--- src/rtl/crc_frame_encoder_pkg.sv ---
// Shared constants, FSM state type and frame-boundary helper for the CRC-4/4FSK path.
// Used by the transmit encoder and by the receive-side checker.
package crc4fsk_pkg;

    localparam int DATA_W = 12;
    localparam int CRC_W  = 4;
    localparam int CODE_W = 16;

    localparam logic [CRC_W-1:0] CRC_POLY = 4'b0011;

    localparam logic [3:0] SIGN_LAST  = 4'd15;
    localparam logic [7:0] PHASE_LAST = 8'd255;

    typedef enum logic [1:0] {
        IDLE = 2'd0,
        CALC = 2'd1,
        PEND = 2'd2
    } state_t;

    // True in the last clk_sys cycle of a 16-symbol frame.
    function automatic logic is_frame_boundary(input logic [3:0] sign_cnt, input logic [7:0] phase);
        return (sign_cnt == SIGN_LAST) && (phase == PHASE_LAST);
    endfunction

endpackage

--- src/rtl/crc_frame_encoder_if.sv ---
// Payload handshake and code-word bus between the payload source, the encoder
// and the bit serializer.
interface crc_frame_encoder_if;
    import crc4fsk_pkg::*;

    logic [DATA_W-1:0] data_in;
    logic              data_valid;
    logic              data_ready;
    logic [CODE_W-1:0] CRC_code;
    logic              code_valid;

    modport master (
        output data_in,
        output data_valid,
        input  data_ready,
        input  CRC_code,
        input  code_valid
    );

    modport slave (
        input  data_in,
        input  data_valid,
        output data_ready,
        output CRC_code,
        output code_valid
    );

endinterface

--- src/rtl/crc_frame_encoder_crc4_step.sv ---
// One bit-serial LFSR step of CRC-4 (x^4+x+1), MSB-first, no augmentation.
// Shared between the transmit encoder and the receive checker.
module crc4_step
    import crc4fsk_pkg::*;
(
    input  logic [CRC_W-1:0] rem_in,
    input  logic             bit_in,
    output logic [CRC_W-1:0] rem_out
);

    logic fb_bit_s;

    assign fb_bit_s = rem_in[CRC_W-1] ^ bit_in;
    assign rem_out  = {rem_in[CRC_W-2:0], 1'b0} ^ (fb_bit_s ? CRC_POLY : 4'b0000);

endmodule

--- src/rtl/crc_frame_encoder.sv ---
// Accepts a 12-bit payload, computes its CRC-4 bit-serially and publishes the
// 16-bit code word only on frame boundaries so it is stable for a whole frame.
module crc_frame_encoder
    import crc4fsk_pkg::*;
#(
    parameter logic [CODE_W-1:0] IDLE_CODE = 16'h0000
) (
    input  logic                  clk_sys,
    input  logic                  rst_n,
    input  logic [7:0]            phase,
    input  logic [3:0]            sign_cnt,
    crc_frame_encoder_if.slave    bus
);

    localparam logic [3:0] LAST_BIT = 4'd11;

    state_t             state_r;
    logic [DATA_W-1:0]  payload_r;
    logic [CRC_W-1:0]   rem_r;
    logic [3:0]         bit_cnt_r;
    logic [CODE_W-1:0]  code_r;
    logic               code_valid_r;
    logic               data_ready_r;

    logic               fb_s;
    logic               cur_bit_s;
    logic [CRC_W-1:0]   step_rem_s;

    assign fb_s      = is_frame_boundary(sign_cnt, phase);
    assign cur_bit_s = payload_r[LAST_BIT - bit_cnt_r];

    crc4_step u_step (
        .rem_in  (rem_r),
        .bit_in  (cur_bit_s),
        .rem_out (step_rem_s)
    );

    // Encoder FSM plus frame-aligned output register; the computation runs
    // independently of the boundary, which only decides what word is published.
    always_ff @(posedge clk_sys or negedge rst_n) begin
        if (!rst_n) begin
            state_r      <= IDLE;
            payload_r    <= 12'h000;
            rem_r        <= 4'b0000;
            bit_cnt_r    <= 4'd0;
            code_r       <= IDLE_CODE;
            code_valid_r <= 1'b0;
            data_ready_r <= 1'b1;
        end else begin
            if (fb_s) begin
                if (state_r == PEND) begin
                    code_r       <= {payload_r, rem_r};
                    code_valid_r <= 1'b1;
                end else begin
                    code_r       <= IDLE_CODE;
                    code_valid_r <= 1'b0;
                end
            end else begin
                code_r       <= code_r;
                code_valid_r <= code_valid_r;
            end

            case (state_r)
                IDLE: begin
                    if (bus.data_valid) begin
                        payload_r    <= bus.data_in;
                        rem_r        <= 4'b0000;
                        bit_cnt_r    <= 4'd0;
                        data_ready_r <= 1'b0;
                        state_r      <= CALC;
                    end else begin
                        data_ready_r <= 1'b1;
                    end
                end
                CALC: begin
                    rem_r     <= step_rem_s;
                    bit_cnt_r <= bit_cnt_r + 4'd1;
                    if (bit_cnt_r == LAST_BIT) begin
                        state_r <= PEND;
                    end else begin
                        state_r <= CALC;
                    end
                end
                PEND: begin
                    if (fb_s) begin
                        data_ready_r <= 1'b1;
                        state_r      <= IDLE;
                    end else begin
                        state_r <= PEND;
                    end
                end
                default: begin
                    data_ready_r <= 1'b1;
                    state_r      <= IDLE;
                end
            endcase
        end
    end

    assign bus.CRC_code   = code_r;
    assign bus.code_valid = code_valid_r;
    assign bus.data_ready = data_ready_r;

endmodule

--- src/flat_wrapper.sv ---
// flat-port wrapper written by rule: the top's interface ports become plain ports
module crc_frame_encoder_flat import crc4fsk_pkg::*;
#(
    parameter logic [CODE_W-1:0] IDLE_CODE = 16'h0000
)
  (clk_sys, rst_n, phase, sign_cnt, bus_data_in, bus_data_valid, bus_data_ready, bus_CRC_code, bus_code_valid);
  crc_frame_encoder_if bus_i ();
  input  logic clk_sys;
  input  logic rst_n;
  input  logic [7:0] phase;
  input  logic [3:0] sign_cnt;
  input wire logic [$bits(bus_i.data_in)-1:0] bus_data_in;
  input wire logic [$bits(bus_i.data_valid)-1:0] bus_data_valid;
  output wire logic [$bits(bus_i.data_ready)-1:0] bus_data_ready;
  output wire logic [$bits(bus_i.CRC_code)-1:0] bus_CRC_code;
  output wire logic [$bits(bus_i.code_valid)-1:0] bus_code_valid;
  assign bus_i.data_in = bus_data_in;
  assign bus_i.data_valid = bus_data_valid;
  assign bus_data_ready = bus_i.data_ready;
  assign bus_CRC_code = bus_i.CRC_code;
  assign bus_code_valid = bus_i.code_valid;
  crc_frame_encoder #(.IDLE_CODE(IDLE_CODE)) u_core (.clk_sys(clk_sys), .rst_n(rst_n), .phase(phase), .sign_cnt(sign_cnt), .bus(bus_i));
endmodule
--- config.mk ---
export PLATFORM = sky130hd
export DESIGN_NAME = crc_frame_encoder_flat
export DESIGN_NICKNAME = d
export VERILOG_FILES = /design/src/rtl/crc_frame_encoder_pkg.sv /design/src/rtl/crc_frame_encoder_if.sv /design/src/rtl/crc_frame_encoder_crc4_step.sv /design/src/rtl/crc_frame_encoder.sv /design/src/flat_wrapper.sv
export SDC_FILE = /design/constraint.sdc
export NUM_CORES = 1
export LEC_CHECK = 0
export CORE_MARGIN = 4
export CORE_UTILIZATION = 50
export CTS_BUF_LIST = sky130_fd_sc_hd__clkbuf_8
export DETAILED_ROUTE_END_ITERATION = 8
export GPL_TIMING_DRIVEN = 1
export HOLD_SLACK_MARGIN = 0.15
export MAX_ROUTING_LAYER = met4
export PLACE_DENSITY = 0.82
export SLEW_MARGIN = 20
export SYNTH_ARGS = -nofsm -noshare
export SYNTH_HDL_FRONTEND = slang
export SYNTH_SLANG_ARGS = --single-unit
export TNS_END_PERCENT = 1
--- constraint.sdc ---
create_clock -name clk_sys -period 2.2 [get_ports clk_sys]
set_clock_uncertainty 0.05 [all_clocks]
set_input_delay 0.44 -clock clk_sys [delete_from_list [all_inputs] [get_ports clk_sys]]
set_output_delay 0.44 -clock clk_sys [all_outputs]
set_load 0.05 [all_outputs]
==> run_results.csv <==
group,metric,value,unit
status,outcome,"finished, final reports clean",
synth,synth_top_area_cell,"dfrtp_1",
layout,fin_area,2400,um^2
cts,cts_resized,0,
cts,path_clk_slew,70,ps
synth,synth_nets,200,
layout,areaGrowthSynthToFinish,29.95,%
detailed_routing,route.detailed.drc,0,
global_routing,grt_start_max_net_pins,41,
global_routing,grt_pass1_wl,6327,um
cts,clock-sinks,40,
detailed_routing,viasPerCell,5.420,
cts,clockBufferDepth,2,
layout,mostFrequentLayoutCells,"nand2_1, clkdlybuf4s50_1, dfrtp_1, nand3_1, mux2_1",
setup_path,critPathLaunchType,"flip-flop",
synth,synth_warnings,0,
pwr,p_leak,1.086,nW
setup_path,crit_required,2310,ps
floorplanning,start_util,53.65,%
floorplanning,die_y,68.78,um
floorplanning,die_area,4730,um^2
synth,syn-instance-count,171,
setup_path,worstPathArrival,2100,ps
timing,relSlewSlack,42.76,%
job,cap_violations,0,
timing,fin_crit,1988,ps
synth,synth-seq-cells,40,
timing,tightest_slew,858.6,ps
global_routing,overflow,0,
setup_path,r2r_start,"u_core.bit_cnt_r[2]",
synth,syn_area,1847,um^2
global_routing,antenna_found_initial,0,
pwr,p_per_area,1092,nW/um^2
setup_path,critPathMaxFanout,5,
global_routing,grt_pass1_vias,1447,
timing,fin_tns_setup,0,ps
detailed_routing,wl,3773,um
synth,yosysSeqAreaShare,54.27,%
timing,max_freq,0.5031,GHz
pwr,ir_drop,0.5622,mV
layout,mostFrequentLayoutCell,"nand2_1",
setup_path,crit_end,"u_core.rem_r[0]",
layout,drive_gt1_share,8.716,%
timing,rsz0062_at_grt,"false",
synth,ys_types,37,
placed_design,place_congestion,0.7961,
cts,cts-root-buf,"clkbuf_8",
layout,fin_nets,246,
setup_path,rrSetupSlack,210,ps
synth,async_reset_ff_share,100.0,%
min_path,hold_class,"input port to async pin",
detailed_routing,wl_per_cell,14.29,um
layout,multiInputGateArea,783.3,um^2
cts,cts_hold_buf,0,
setup_path,r2r-end,"u_core.rem_r[0]",
floorplanning,fp.coreArea,3442,um^2
placed_design,place_hpwl,2837,um
detailed_routing,dr.pass1.iters,5,
synth,synth_edf_count,0,
setup_path,criticalPathCategory,"flip-flop to flip-flop",
placed_design,place_area,2310,um^2
floorplanning,fp.dieW,68.78,um
synth,ys_top_cells_by_area,"dfrtp_1, nand2_1, mux2_1, nand3_1, mux4_2",
cts,cts_setup_buffers,0,
timing,final_max_slew_viol_count,0,
placed_design,io_buffers,44,
setup_path,ff2ff_path_depth,7,
setup_path,startpoint,"u_core.bit_cnt_r[2]",
global_routing,grt_usage,18.66,%
synth,synth_ff_type,"dfrtp_1",
synth,syn_avg_cell_area,10.80,um^2
timing,finalSetupViolCount,0,
cts,clk_latency,280,ps
layout,regArea,1002,um^2
layout,fillers,245,
cts,cts_tree,"done",
detailed_routing,vias,1431,
cts,numCtsBuffers,5,
timing,post-route-period-util,90.34,%
timing,hold_viol,0,
detailed_routing,drtIter0Drc,100,
floorplanning,rows,21,
pwr,power,0.002622,W
layout,diodes,0,
floorplanning,io_pins,45,
setup_path,critPathCaptureType,"flip-flop",
cts,cts_max_level,2,
synth,synth_top_area_share,52.85,%
detailed_routing,postRouteAntennaNets,0,
-- cell families after synthesis --
kind of cell    share of synthesized area, %
simple gates                           19.51
flops                                  54.27
compound gates                         7.588
mux                                    12.06
buf+inv                                3.319
xor+xnor                               1.897
fa+ha+maj                              1.355
-- layer usage --
layer / routed length [um] / up-vias / GRT usage (%) / share of wire [%]
met2: 1841 / 43 / 32.30 / 49
met3: 236 / 5 / 4.376 / 6.3
li1: - / 679 / - / -
met4: 46 / 0 / 6.813 / 1.2
met1: 1648 / 704 / 21.01 / 44
met5: 0 / - / - / 0
-- flip-flops by register name, summed over array words and instances (netlist names) --
name / flops
u_core.payload_r: 12
u_core.state_r: 2
u_core.bit_cnt_r: 4
u_core.bus.CRC_code: 16
u_core.bus.data_ready: 1
u_core.bus.code_valid: 1
u_core.rem_r: 4
-- how the worst min path moves through the flow --
stage	end	slack, ps	cells after the start	startpoint
2_1_floorplan	u_core.bit_cnt_r[0]	90	0	rst_n
3_3_place_gp	u_core.bus.CRC_code[5]	400	2	u_core.bus.CRC_code[5]
3_5_place_dp	u_core.bus.CRC_code[6]	410	2	u_core.bus.CRC_code[6]
4_1_cts	u_core.bus.CRC_code[13]	240	1	rst_n
5_1_grt	u_core.bus.CRC_code[13]	290	1	rst_n
6_report	u_core.bus.CRC_code[13]	220	1	rst_n
-- power by group --
group	leakage, nW	internal (W)	total [W]	switching (W)
combinational	0.520	0.000512	0.000957	0.000444
sequential	0.512	0.000955	0.00119	0.000235
clock	0.0538	0.000246	0.000475	0.000229
-- cell type report --
| cell class | count | area share, % |
|---|---|---|
| flip-flops and latches | 40 | 41.76 |
| multi-input cells | 121 | 32.64 |
| repair buffers | 48 | 19.29 |
| clock buffers | 6 | 3.441 |
| well taps | 46 | 2.398 |
| clock inverters | 2 | 0.3128 |
| inverters | 1 | 0.1564 |
-- worst max-delay path, cell delays in order (launching register included) --
cell     delay, ps
dfrtp_1        420
inv_1          130
ha_1           370
mux4_2         350
mux2i_4        170
a21bo_1        140
xor2_1         160
o21ai_1         80
-- stage by stage --
stage	setup slack [ps]	utilization [%]	instances	hold WS [ps]
final	212.5	69.72	264	215.8
after global routing	106.9	69.72	264	286.9
after CTS	210.8	69.72	264	237.3
after detailed placement	189.9	67.10	256	406.7
after global placement	250.4	67.10	256	398.6
after floorplan	424.8	-	171	94.41
-- synthesized netlist by cell type (2+ instances only) --
cell      count
nor2b_1       2
nand2b_1      3
xor2_1        2
nand4_1       4
nand2_1      47
mux4_2        2
ha_1          2
nand3_1      16
clkbuf_1      6
dfrtp_1      39
o21ai_0       3
mux2i_1       2
o21ai_1       7
mux2_1       12
xnor2_1       2
Note: power is estimated with default switching activity, not from simulation.
